<file path="src/rtl/muldiv_unit.sv">
// muldiv_unit: iterative shift-add multiplier and radix-2 restoring divider, fixed WIDTH+2 cycle latency.
// Divider datapath is built only when MULDIV_DIV_EN is defined; otherwise divide requests return Err.
module muldiv_unit #(
    parameter int WIDTH = 32
) (
    input  logic             Clk,
    input  logic             Rst,
    input  logic             Start,
    input  logic             Op,
    input  logic             Sign,
    input  logic [WIDTH-1:0] SrcA,
    input  logic [WIDTH-1:0] SrcB,
    input  logic             Abort,
    output logic             Busy,
    output logic             Valid,
    output logic [WIDTH-1:0] Hi,
    output logic [WIDTH-1:0] Lo,
    output logic             Err
);
    localparam int CW = (WIDTH > 1) ? $clog2(WIDTH) : 1;

    typedef enum logic [1:0] {IDLE, RUN, FIXUP, DONE} state_t;
    state_t state, state_nxt;

    logic [CW-1:0]      cnt;
    logic [WIDTH-1:0]   opa, opb;
    logic [2*WIDTH-1:0] acc, acc_step, prod_fix;
    logic               neg_q;
    logic [WIDTH-1:0]   mag_a, mag_b;
    logic [WIDTH:0]     mul_sum;
    logic [WIDTH-1:0]   hi_fix, lo_fix;

    // quick: request resolved at Start without iterating (divide by zero / divider absent)
    logic               quick;
    logic [WIDTH-1:0]   quick_hi, quick_lo;

`ifdef MULDIV_DIV_EN
    logic               op_div, neg_r;
    logic [WIDTH:0]     rem_sh;
    logic [WIDTH+1:0]   rem_diff;
    logic [WIDTH-1:0]   rem_new;

    assign quick    = Op && (SrcB == '0);
    assign quick_hi = SrcA;
    assign quick_lo = '1;
    assign rem_sh   = {acc[2*WIDTH-1:WIDTH], opa[WIDTH-1]};
    assign rem_diff = {1'b0, rem_sh} - {2'b00, opb};
    assign rem_new  = rem_diff[WIDTH+1] ? rem_sh[WIDTH-1:0] : rem_diff[WIDTH-1:0];
`else
    assign quick    = Op;
    assign quick_hi = '0;
    assign quick_lo = '0;
`endif

    assign mag_a   = (Sign && SrcA[WIDTH-1]) ? -SrcA : SrcA;
    assign mag_b   = (Sign && SrcB[WIDTH-1]) ? -SrcB : SrcB;
    assign mul_sum = {1'b0, acc[2*WIDTH-1:WIDTH]} + (opb[0] ? {1'b0, opa} : '0);
    assign prod_fix = neg_q ? -acc : acc;

    always_comb begin
        acc_step = {mul_sum, acc[WIDTH-1:1]};
        {hi_fix, lo_fix} = prod_fix;
`ifdef MULDIV_DIV_EN
        if (op_div) begin
            acc_step = {rem_new, acc[WIDTH-2:0], ~rem_diff[WIDTH+1]};
            hi_fix   = neg_r ? -acc[2*WIDTH-1:WIDTH] : acc[2*WIDTH-1:WIDTH];
            lo_fix   = neg_q ? -acc[WIDTH-1:0] : acc[WIDTH-1:0];
        end
`endif
    end

    always_ff @(posedge Clk) begin
        if (Rst) state <= IDLE;
        else     state <= state_nxt;
    end

    always_comb begin
        state_nxt = state;
        case (state)
            IDLE, DONE: if (Start) state_nxt = quick ? DONE : RUN;
            RUN:        if (cnt == '0) state_nxt = FIXUP;
            FIXUP:      state_nxt = DONE;
            default:    state_nxt = IDLE;
        endcase
        if (Abort) state_nxt = IDLE;
    end

    assign Busy  = (state == RUN) || (state == FIXUP);
    assign Valid = (state == DONE);

    always_ff @(posedge Clk) begin
        if (Rst || Abort) begin
            cnt   <= '0;
            opa   <= '0;
            opb   <= '0;
            acc   <= '0;
            neg_q <= 1'b0;
            Hi    <= '0;
            Lo    <= '0;
            Err   <= 1'b0;
`ifdef MULDIV_DIV_EN
            op_div <= 1'b0;
            neg_r  <= 1'b0;
`endif
        end else begin
            case (state)
                IDLE, DONE: begin
                    if (Start) begin
                        Err <= quick;
                        if (quick) begin
                            Hi <= quick_hi;
                            Lo <= quick_lo;
                        end else begin
                            cnt   <= CW'(WIDTH - 1);
                            opa   <= mag_a;
                            opb   <= mag_b;
                            acc   <= '0;
                            neg_q <= Sign && (SrcA[WIDTH-1] ^ SrcB[WIDTH-1]);
`ifdef MULDIV_DIV_EN
                            op_div <= Op;
                            neg_r  <= Sign && SrcA[WIDTH-1];
`endif
                        end
                    end
                end
                RUN: begin
                    acc <= acc_step;
                    cnt <= cnt - CW'(1);
`ifdef MULDIV_DIV_EN
                    // divide walks dividend bits MSB-first; multiply walks multiplier LSB-first
                    if (op_div) opa <= opa << 1;
                    else        opb <= opb >> 1;
`else
                    opb <= opb >> 1;
`endif
                end
                FIXUP: begin
                    Hi <= hi_fix;
                    Lo <= lo_fix;
                end
                default: ;
            endcase
        end
    end
endmodule

</file>
<file path="config.mk">
export PLATFORM = sky130hd
export DESIGN_NAME = muldiv_unit
export DESIGN_NICKNAME = d
export VERILOG_FILES = /design/src/rtl/muldiv_unit.sv
export SDC_FILE = /design/constraint.sdc
export NUM_CORES = 1
export LEC_CHECK = 0
export BUFFER_PORTS_ARGS = -buffer_cell sky130_fd_sc_hd__buf_2
export CORE_UTILIZATION = 46
export DETAILED_ROUTE_END_ITERATION = 7
export PLACE_DENSITY = 0.74
export SLEW_MARGIN = 30
export SYNTH_ARGS = -nofsm -noshare
export SYNTH_HDL_FRONTEND = slang
export SYNTH_SLANG_ARGS = --single-unit
</file>
<file path="constraint.sdc">
create_clock -name Clk -period 3.9 [get_ports Clk]
set_input_delay 0.195 -clock Clk [delete_from_list [all_inputs] [get_ports Clk]]
set_output_delay 0.195 -clock Clk [all_outputs]
set_load 0.05 [all_outputs]
</file>
== Yosys cells after proc, flatten, opt, wreduce, memory -nomap -nowiden ==
Cells that the tools add are included.

* Reductions and logical operators: 16
* Multiplexer cells: 21
* Eq/ne operators: 7
* $add $sub $neg: 5
* Bitwise logic cells: 2

{| class="wikitable"
|+ Operators with widths
! cell !! count
|-
| 32-bit two-way mux || 7
|-
| 64-bit two-way mux || 3
|-
| 32-bit one-hot mux with 2 select lines || 3
|-
| 64-bit one-hot mux with 2 select lines || 1
|-
| 32-bit negator || 2
|-
| 64-bit negator || 1
|-
| 32-bit by 32-bit adder with 33-bit output || 1
|-
| 5-bit two-way mux || 2
|-
| 5-bit one-hot mux with 2 select lines || 1
|-
| 3-bit AND reduction || 3
|-
| 2-bit != test (second input constant) || 4
|-
| 2-bit two-way mux || 3
|-
| 2-bit one-hot mux with 3 select lines || 1
|-
| 5-bit zero test || 1
|-
| 5-bit by 1-bit subtractor with 5-bit output (second input constant) || 1
|-
| 2-bit == test (second input constant) || 2
|-
| 2-bit AND reduction || 2
|-
| 2-bit nonzero test || 2
|-
| 2-bit OR reduction || 2
|-
| 1-bit logical AND || 3
|-
| 2-bit by 1-bit == test with 1-bit output (second input constant) || 1
|-
| 2-bit zero test || 1
|-
| 1-bit logical OR || 2
|-
| 1-bit NOT || 1
|-
| 1-bit XOR || 1
|}

* Input port bits: 70
* Register bits after elaboration: 201
* Output and inout port bits: 67
* Logic and storage cells: 60

== Logic depth before layout (Yosys ltp) ==
Gate-level depths: netlist of run 1.

* Word-level depth: 5
* Mapped depth: 13
* Depth with buffers taken out: 12

== Least setup slack after synthesis of run 1 ==
Ideal clock, no wire load.

* Path kind: register to register
* Start: register opb[0]
* End: register acc[57]
* Data required time: 3.772 ns
* Path buffers: 1
* Stages on the path, launching flop included: 14
* Setup slack: 0.969 ns
* Arrival time: 2.803 ns
* Cell sequence: dfxtp_1 -> clkbuf_1 -> and2_1 -> ha_1 -> inv_1 -> fa_1 -> nor2b_1 -> o2111ai_1 -> a2111o_1 -> a21boi_0 -> o21ai_0 -> o21ai_0 -> xnor2_1 -> o21ai_0

* Cells in the longest elaborated chain, start to end: 3

{| class="wikitable"
|+ Ends and longest elaborated chain
! what !! RTL line !! source
|-
| start, declared || 26 || <nowiki>logic [WIDTH-1:0] opa, opb;</nowiki>
|-
| start signal, assigned || 116 || <nowiki>opb <= mag_b;</nowiki>
|-
| start signal, assigned || 134 || <nowiki>opb <= opb >> 1;</nowiki>
|-
| 32-bit two-way mux || 57 || <nowiki>assign mul_sum = {1'b0, acc[2*WIDTH-1:WIDTH]} + (opb[0] ? {1'b0, opa} : '0);</nowiki>
|-
| 32-bit by 32-bit adder with 33-bit output || 57 ||
|-
| 64-bit one-hot mux with 2 select lines || 106 || <nowiki>case (state)</nowiki>
|-
| end signal, assigned || 127 || <nowiki>acc <= acc_step;</nowiki>
|-
| end, declared || 27 || <nowiki>logic [2*WIDTH-1:0] acc, acc_step, prod_fix;</nowiki>
|}

Every way passes these cells.
A chain may end at the register's enable or synchronous reset.

== Worst setup path after layout of run 1 ==
Ends and elaborated chain as after synthesis.

==> impl_metrics.py, run 1 <==
metrics = {
    "clock_tree": {
        "numCtsBuffers": 23,
        "clockBufferDepth": 3,
        "cts_tree": "done",
        "clkSinkCount": 201,
        "clk_pin_slew_worst_paths_ns": 0.06,
        "clk_root_buffer_cell": "clkbuf_16",
        "cts_resized": 0,
        "htreeDepth": 1,
        "insertion_delay_ns": 0.52,
    },
    "setup_path": {
        "worstPathRequired_ns": 4.26,
        "cp.arrival_ns": 3.70,
        "worstSetupStartpointType": "flip-flop",
        "end_kind": "flip-flop",
        "r2r-start": "opb[0]",
        "path_class": "reg -> reg",
        "r2r-end": "acc[57]",
        "ff2ff_path_depth": 12,
        "path_max_fanout": 16,
        "reg2reg_slack_ns": 0.56,
    },
    "sta": {
        "worst_pin_slew_ns": 0.960,
        "setup_viol": 0,
        "final.setup.worst_slack_ns": 0.561,
        "period_needed_ns": 3.34,
        "fin_setup_tns_ns": 0,
        "fin_skew_ns": 0.0260,
        "final_max_slew_viol_count": 0,
        "fmax_mhz": 300,
        "hold_viol_final": 0,
        "grt_setup_unrepaired": "false",
        "slew-limit-headroom_pct": 35.8,
        "finalCritPeriodShare_pct": 85.6,
    },
    "layout": {
        "area_growth_pct": 14.8,
        "drive_gt1_share_pct": 13.3,
        "utilization_pct": 53.9,
        "final_nets": 1680,
        "diodes": 0,
        "fin_area_um2": 13100,
    },
    "synthesis": {
        "synth_nets": 1594,
        "ys_seq_elements": 201,
        "ys_warn_count": 0,
        "synthesis.area_um2": 11400,
        "ys_async_sr_fraction_pct": 0,
        "yosysUniqueCellTypes": 59,
        "synth_flop_cell": "dfxtp_1",
        "seq_area_frac_synth_pct": 35.2,
        "synth.avg_cell_area_um2": 7.72,
        "synth_edf_count": 0,
        "synth_cells": 1482,
    },
    "route": {
        "routedWlPerCell_um": 15.0,
        "final_antenna_net_count": 0,
        "drc_errors": 0,
        "via_per_inst": 5.61,
        "dr.pass1.iters": 5,
        "drtIter0Drc": 776,
        "routed-via-count": 10700,
        "routed_wl_um": 28600,
    },
    "floorplanning": {
        "die_area_um2": 25500,
        "initial_utilization_pct": 46.9,
        "core_um2": 24400,
        "io_pins": 137,
        "std_cell_rows": 57,
        "die_w_um": 160,
        "die_h_um": 160,
    },
    "worst_hold_path": {
        "hold_depth": 3,
        "hold_start": "SrcA[15]",
        "worstHoldEndpoint": "opa[15]",
        "min_path_type": "in -> reg",
    },
    "run": {
        "drv_cap": 0,
    },
    "power_and_ir_drop": {
        "p_per_area_nw_per_um2": 361,
        "p_leak_nw": 5.15,
        "max-vdd-ir-drop_mv": 0.287,
    },
    "placement": {
        "placed_area_um2": 12300,
        "numPortBuffers": 136,
        "gp_congestion": 0.909,
        "place_hpwl_um": 20800,
        "dp_slack_ns": 0.569,
    },
    "global_route": {
        "grt_start_max_net_pins": 80,
        "grt_pass1_vias": 9698,
        "grt_pass1_wl_um": 47600,
        "grt-ovfl-total": 0,
        "grtUsageTotal_pct": 21.8,
        "antenna_found_initial": 0,
    },
    "outcome": {
        "status": "complete, no violations",
    },
}
## report_power, final
group          internal [mW]  switching, mW
clock                   1.35          0.862
combinational          0.132          0.294
sequential              2.08         0.0207
total                   3.56           1.18
## synth_stat cells, drive strengths merged (18+ instances only)
cell / number / area share [%]
nand3: 80 / 3.5
a211oi: 31 / 2.0
xnor2: 51 / 3.9
a22oi: 18 / 1.2
clkbuf: 82 / 2.7
a21oi: 107 / 4.7
o21ai: 121 / 5.3
o31ai: 36 / 2.5
xor2: 95 / 7.3
ha: 41 / 4.5
or3: 22 / 1.2
nor2: 122 / 4.0
nor3: 19 / 0.83
and2: 37 / 2.0
dfxtp: 201 / 35
inv: 23 / 0.75
a31oi: 34 / 1.9
nand2: 232 / 7.6
## cell usage in the layout, fill, tap and decap left out, types with 40 or more instances in the layout
| master | count |
|---|---|
| nand2_1 | 232 |
| dfxtp_1 | 200 |
| buf_2 | 136 |
| nor2_1 | 120 |
| o21ai_0 | 116 |
| a21oi_1 | 106 |
| xor2_1 | 95 |
| nand3_1 | 79 |
| xnor2_1 | 51 |
| ha_1 | 40 |
## what timing repair did
action                                  4_1_cts  5_1_grt
hold buffers                                  1        0
endpoints found under the setup margin        0        0
hold endpoints to repair                      1        0
buffers inserted                              0        0
## critical path, stage by stage, from the launching register on
cell,delay (ns)
dfxtp_1,0.59
and2_1,0.22
ha_1,0.17
inv_1,0.06
fa_1,0.38
nor2b_1,0.20
o2111ai_1,0.18
a2111o_1,0.44
a21boi_0,0.26
o21ai_0,0.23
o21ai_0,0.24
xnor2_1,0.14
o21ai_0,0.08
## through the flow
step / hold WS (ns) / cells / power, mW
floorplan: 0.331 / 1482 / 2.42
global placement: 0.431 / 1866 / 2.56
detailed placement: 0.438 / 1866 / 2.57
CTS: 0.00645 / 1909 / 4.77
global route: 0.0206 / 1909 / 4.90
finish: 0.0135 / 1909 / 4.74
## flip-flops by register name, summed over array words and instances, names as in the netlist
signal / cells
opa: 32
acc: 64
opb: 32
state: 2
Lo: 32
neg_q: 1
Err: 1
Hi: 32
cnt: 5
## worst max path at each step
stage / from / end / slack (ns) / depth (start not counted)
5_1_grt: opb[0] / acc[57] / 0.24 / 12
2_1_floorplan: opb[0] / acc[57] / 0.97 / 13
3_3_place_gp: opb[0] / acc[57] / 0.65 / 12
6_report: opb[0] / acc[57] / 0.56 / 12
4_1_cts: opb[0] / acc[57] / 0.55 / 12
3_5_place_dp: opb[0] / acc[57] / 0.57 / 12
## routing by layer
layer / part of all wire [%] / track usage (%) / vias to the layer above
met5: 0 / 0 / -
met2: 42 / 34.0 / 325
met4: 1.7 / 5.07 / 0
met1: 50 / 31.9 / 4912
li1: - / - / 5431
met3: 6.1 / 2.81 / 33
## final cells by class
class | instances | area, um2
clock buffers | 33 | 683
clock inverters | 9 | 108
fillers | 2363 | 11300
inverters | 23 | 86.3
multi-input cells | 1169 | 7040
flip-flops and latches | 201 | 4030
well taps | 324 | 405
repair buffers | 150 | 788
## cells by family after synthesis
| family | count (synthesis) | share of synthesized area, % |
|---|---|---|
| buffers and inverters | 112 | 3.67 |
| adders and majority gates | 42 | 4.66 |
| xor gates and xnor gates | 146 | 11.2 |
| and+or+nand+nor | 566 | 22.8 |
| DFF | 201 | 35.2 |
| AOI/OAI and AO/OA | 414 | 22.4 |
| muxes | 1 | 0.0875 |
Note: power is estimated with default switching activity, not from simulation.
==> run 2, diff against run 1 <==
--- a/config.mk
+++ b/config.mk
@@ -10,4 +10,5 @@
 export DETAILED_ROUTE_END_ITERATION = 7
 export PLACE_DENSITY = 0.74
+export SETUP_SLACK_MARGIN = 0.05
 export SLEW_MARGIN = 30
 export SYNTH_ARGS = -nofsm -noshare
==> constraint.sdc (replaced) <==
create_clock -name Clk -period 3.9 [get_ports Clk]
set_input_delay 0.39 -clock Clk [delete_from_list [all_inputs] [get_ports Clk]]
set_output_delay 0.39 -clock Clk [all_outputs]
set_load 0.05 [all_outputs]
==> impl_metrics.py, run 2 (same netlist as run 1, synthesis figures left out) <==
metrics = {
    "power_and_ir_drop": {
        "max-vdd-ir-drop_mv": 0.287,
        "power.switching_mw": 1.17,
        "combPwrFrac_pct": 9.0,
        "sw_frac_of_total_pct": 24.8,
        "p_leak_nw": 5.14,
        "p_int_mw": 3.56,
        "p_per_area_nw_per_um2": 361,
        "seqPwrFrac_pct": 44.4,
        "clkPwrFrac_pct": 46.7,
    },
    "sta": {
        "fin_setup_tns_ns": 0,
        "fmax_mhz": 299,
        "final_max_slew_viol_count": 0,
        "grt_setup_unrepaired": "false",
        "final.setup.worst_slack_ns": 0.556,
        "setup_viol": 0,
        "period_needed_ns": 3.34,
        "worst_pin_slew_ns": 0.968,
        "slew-limit-headroom_pct": 35.2,
        "hold_viol_final": 0,
        "finalCritPeriodShare_pct": 85.7,
        "fin_skew_ns": 0.0259,
    },
    "clock_tree": {
        "clockBufferDepth": 3,
        "clkSinkCount": 201,
        "hold_buffers": 0,
        "cts_tree": "done",
        "clk_root_buffer_cell": "clkbuf_16",
        "insertion_delay_ns": 0.52,
        "postCtsSetupBuffers": 0,
        "clk_pin_slew_worst_paths_ns": 0.06,
        "numCtsBuffers": 23,
        "htreeDepth": 1,
        "cts_resized": 0,
    },
    "setup_path": {
        "r2r-end": "acc[57]",
        "end_kind": "flip-flop",
        "r2r-start": "opb[0]",
        "worstSetupStartpointType": "flip-flop",
        "ff2ff_path_depth": 12,
        "path_max_fanout": 16,
        "cp.arrival_ns": 3.70,
        "reg2reg_slack_ns": 0.56,
        "path_class": "reg -> reg",
        "worstPathRequired_ns": 4.26,
    },
    "global_route": {
        "grt_pass1_wl_um": 47500,
        "grt_use_met3_pct": 2.81,
        "grt_pass1_vias": 9686,
        "grt_start_max_net_pins": 80,
        "grtUsageMet2_pct": 34.0,
        "top_usage_layer": "met2",
        "grt-ovfl-total": 0,
        "grtUsageTotal_pct": 21.8,
        "use_met1_pct": 31.9,
        "antenna_found_initial": 0,
    },
    "floorplanning": {
        "io_pins": 137,
        "die_area_um2": 25500,
        "initial_utilization_pct": 46.9,
        "die_h_um": 160,
        "core_um2": 24400,
        "die_w_um": 160,
        "std_cell_rows": 57,
    },
    "placement": {
        "numPortBuffers": 136,
        "dp_cells": 1866,
        "dp_slack_ns": 0.569,
        "gp_congestion": 0.909,
        "placed_area_um2": 12300,
        "place_hpwl_um": 20800,
    },
    "layout": {
        "final_common_cell": "nand2_1",
        "fillers": 2364,
        "final-seq-area_um2": 4030,
        "largest-register": "acc",
        "multi_input_area_um2": 7040,
        "drive_gt1_share_pct": 13.3,
        "utilization_pct": 53.8,
        "final_cell_mix": "nand2_1, dfxtp_1, buf_2",
        "diodes": 0,
        "largest_register_ffs": 64,
        "final_cells": 1908,
        "area_growth_pct": 14.7,
        "final_nets": 1679,
        "fin_area_um2": 13100,
    },
    "outcome": {
        "status": "complete, no violations",
    },
    "route": {
        "routed-via-count": 10700,
        "dr.pass1.iters": 5,
        "drc_errors": 0,
        "via_per_inst": 5.60,
        "final_antenna_net_count": 0,
        "drtIter0Drc": 771,
        "routed_wl_um": 28600,
        "routedWlPerCell_um": 15.0,
    },
    "worst_hold_path": {
        "hold_start": "SrcA[1]",
        "min_path_type": "in -> reg",
        "worstHoldEndpoint": "opa[1]",
        "hold_depth": 3,
    },
    "run": {
        "drv_cap": 0,
    },
}
## run 2: changes by cell type in the layout (fill, tap and decap cells not counted), sizes merged
cell	previous run	this run
dlygate4sd3	1	0
## run 2: final cells by class
class / count / area share [%]
Clock buffer: 33 / 5.20
Clock inverter: 9 / 0.820
Inverter: 23 / 0.658
Multi-Input combinational cell: 1169 / 53.6
Sequential cell: 201 / 30.7
Tap cell: 324 / 3.09
Timing Repair Buffer: 149 / 5.93
## run 2: critical path, stage by stage (launching register included)
cell and delay (ns):
dfxtp_1 0.59, and2_1 0.22, ha_1 0.17, inv_1 0.06
fa_1 0.38, nor2b_1 0.21, o2111ai_1 0.18, a2111o_1 0.44
a21boi_0 0.26, o21ai_0 0.22, o21ai_0 0.24, xnor2_1 0.14
o21ai_0 0.08
## run 2: metal layers
| layer | part of all wire, % | vias up |
|---|---|---|
| met4 | 1.7 | 0 |
| li1 | - | 5438 |
| met5 | 0 | - |
| met3 | 5.9 | 34 |
| met2 | 42 | 323 |
| met1 | 50 | 4895 |
## run 2: power groups by stage
stage	sequential [mW]	clock, mW	combinational (mW)
after global routing	2.10	2.32	0.469
after detailed placement	2.15	0	0.422
after floorplan	2.14	0	0.283
after CTS	2.10	2.25	0.424
after global placement	2.14	0	0.417
final	2.10	2.21	0.425
## run 2: how the worst max path moves through the flow
stage,from,to,slack [ns],cells past startpoint
6_report,opb[0],acc[57],0.56,12
2_1_floorplan,opb[0],acc[57],0.97,13
3_3_place_gp,opb[0],acc[57],0.65,12
4_1_cts,opb[0],acc[57],0.55,12
3_5_place_dp,opb[0],acc[57],0.57,12
5_1_grt,opb[0],acc[57],0.24,12
## run 2: through the flow
| stage | hold WS, ns | power [mW] |
|---|---|---|
| 3_3_place_gp | 0.431 | 2.56 |
| 6_report | 0.204 | 4.74 |
| 3_5_place_dp | 0.438 | 2.57 |
| 4_1_cts | 0.187 | 4.77 |
| 5_1_grt | 0.216 | 4.90 |
| 2_1_floorplan | 0.432 | 2.42 |
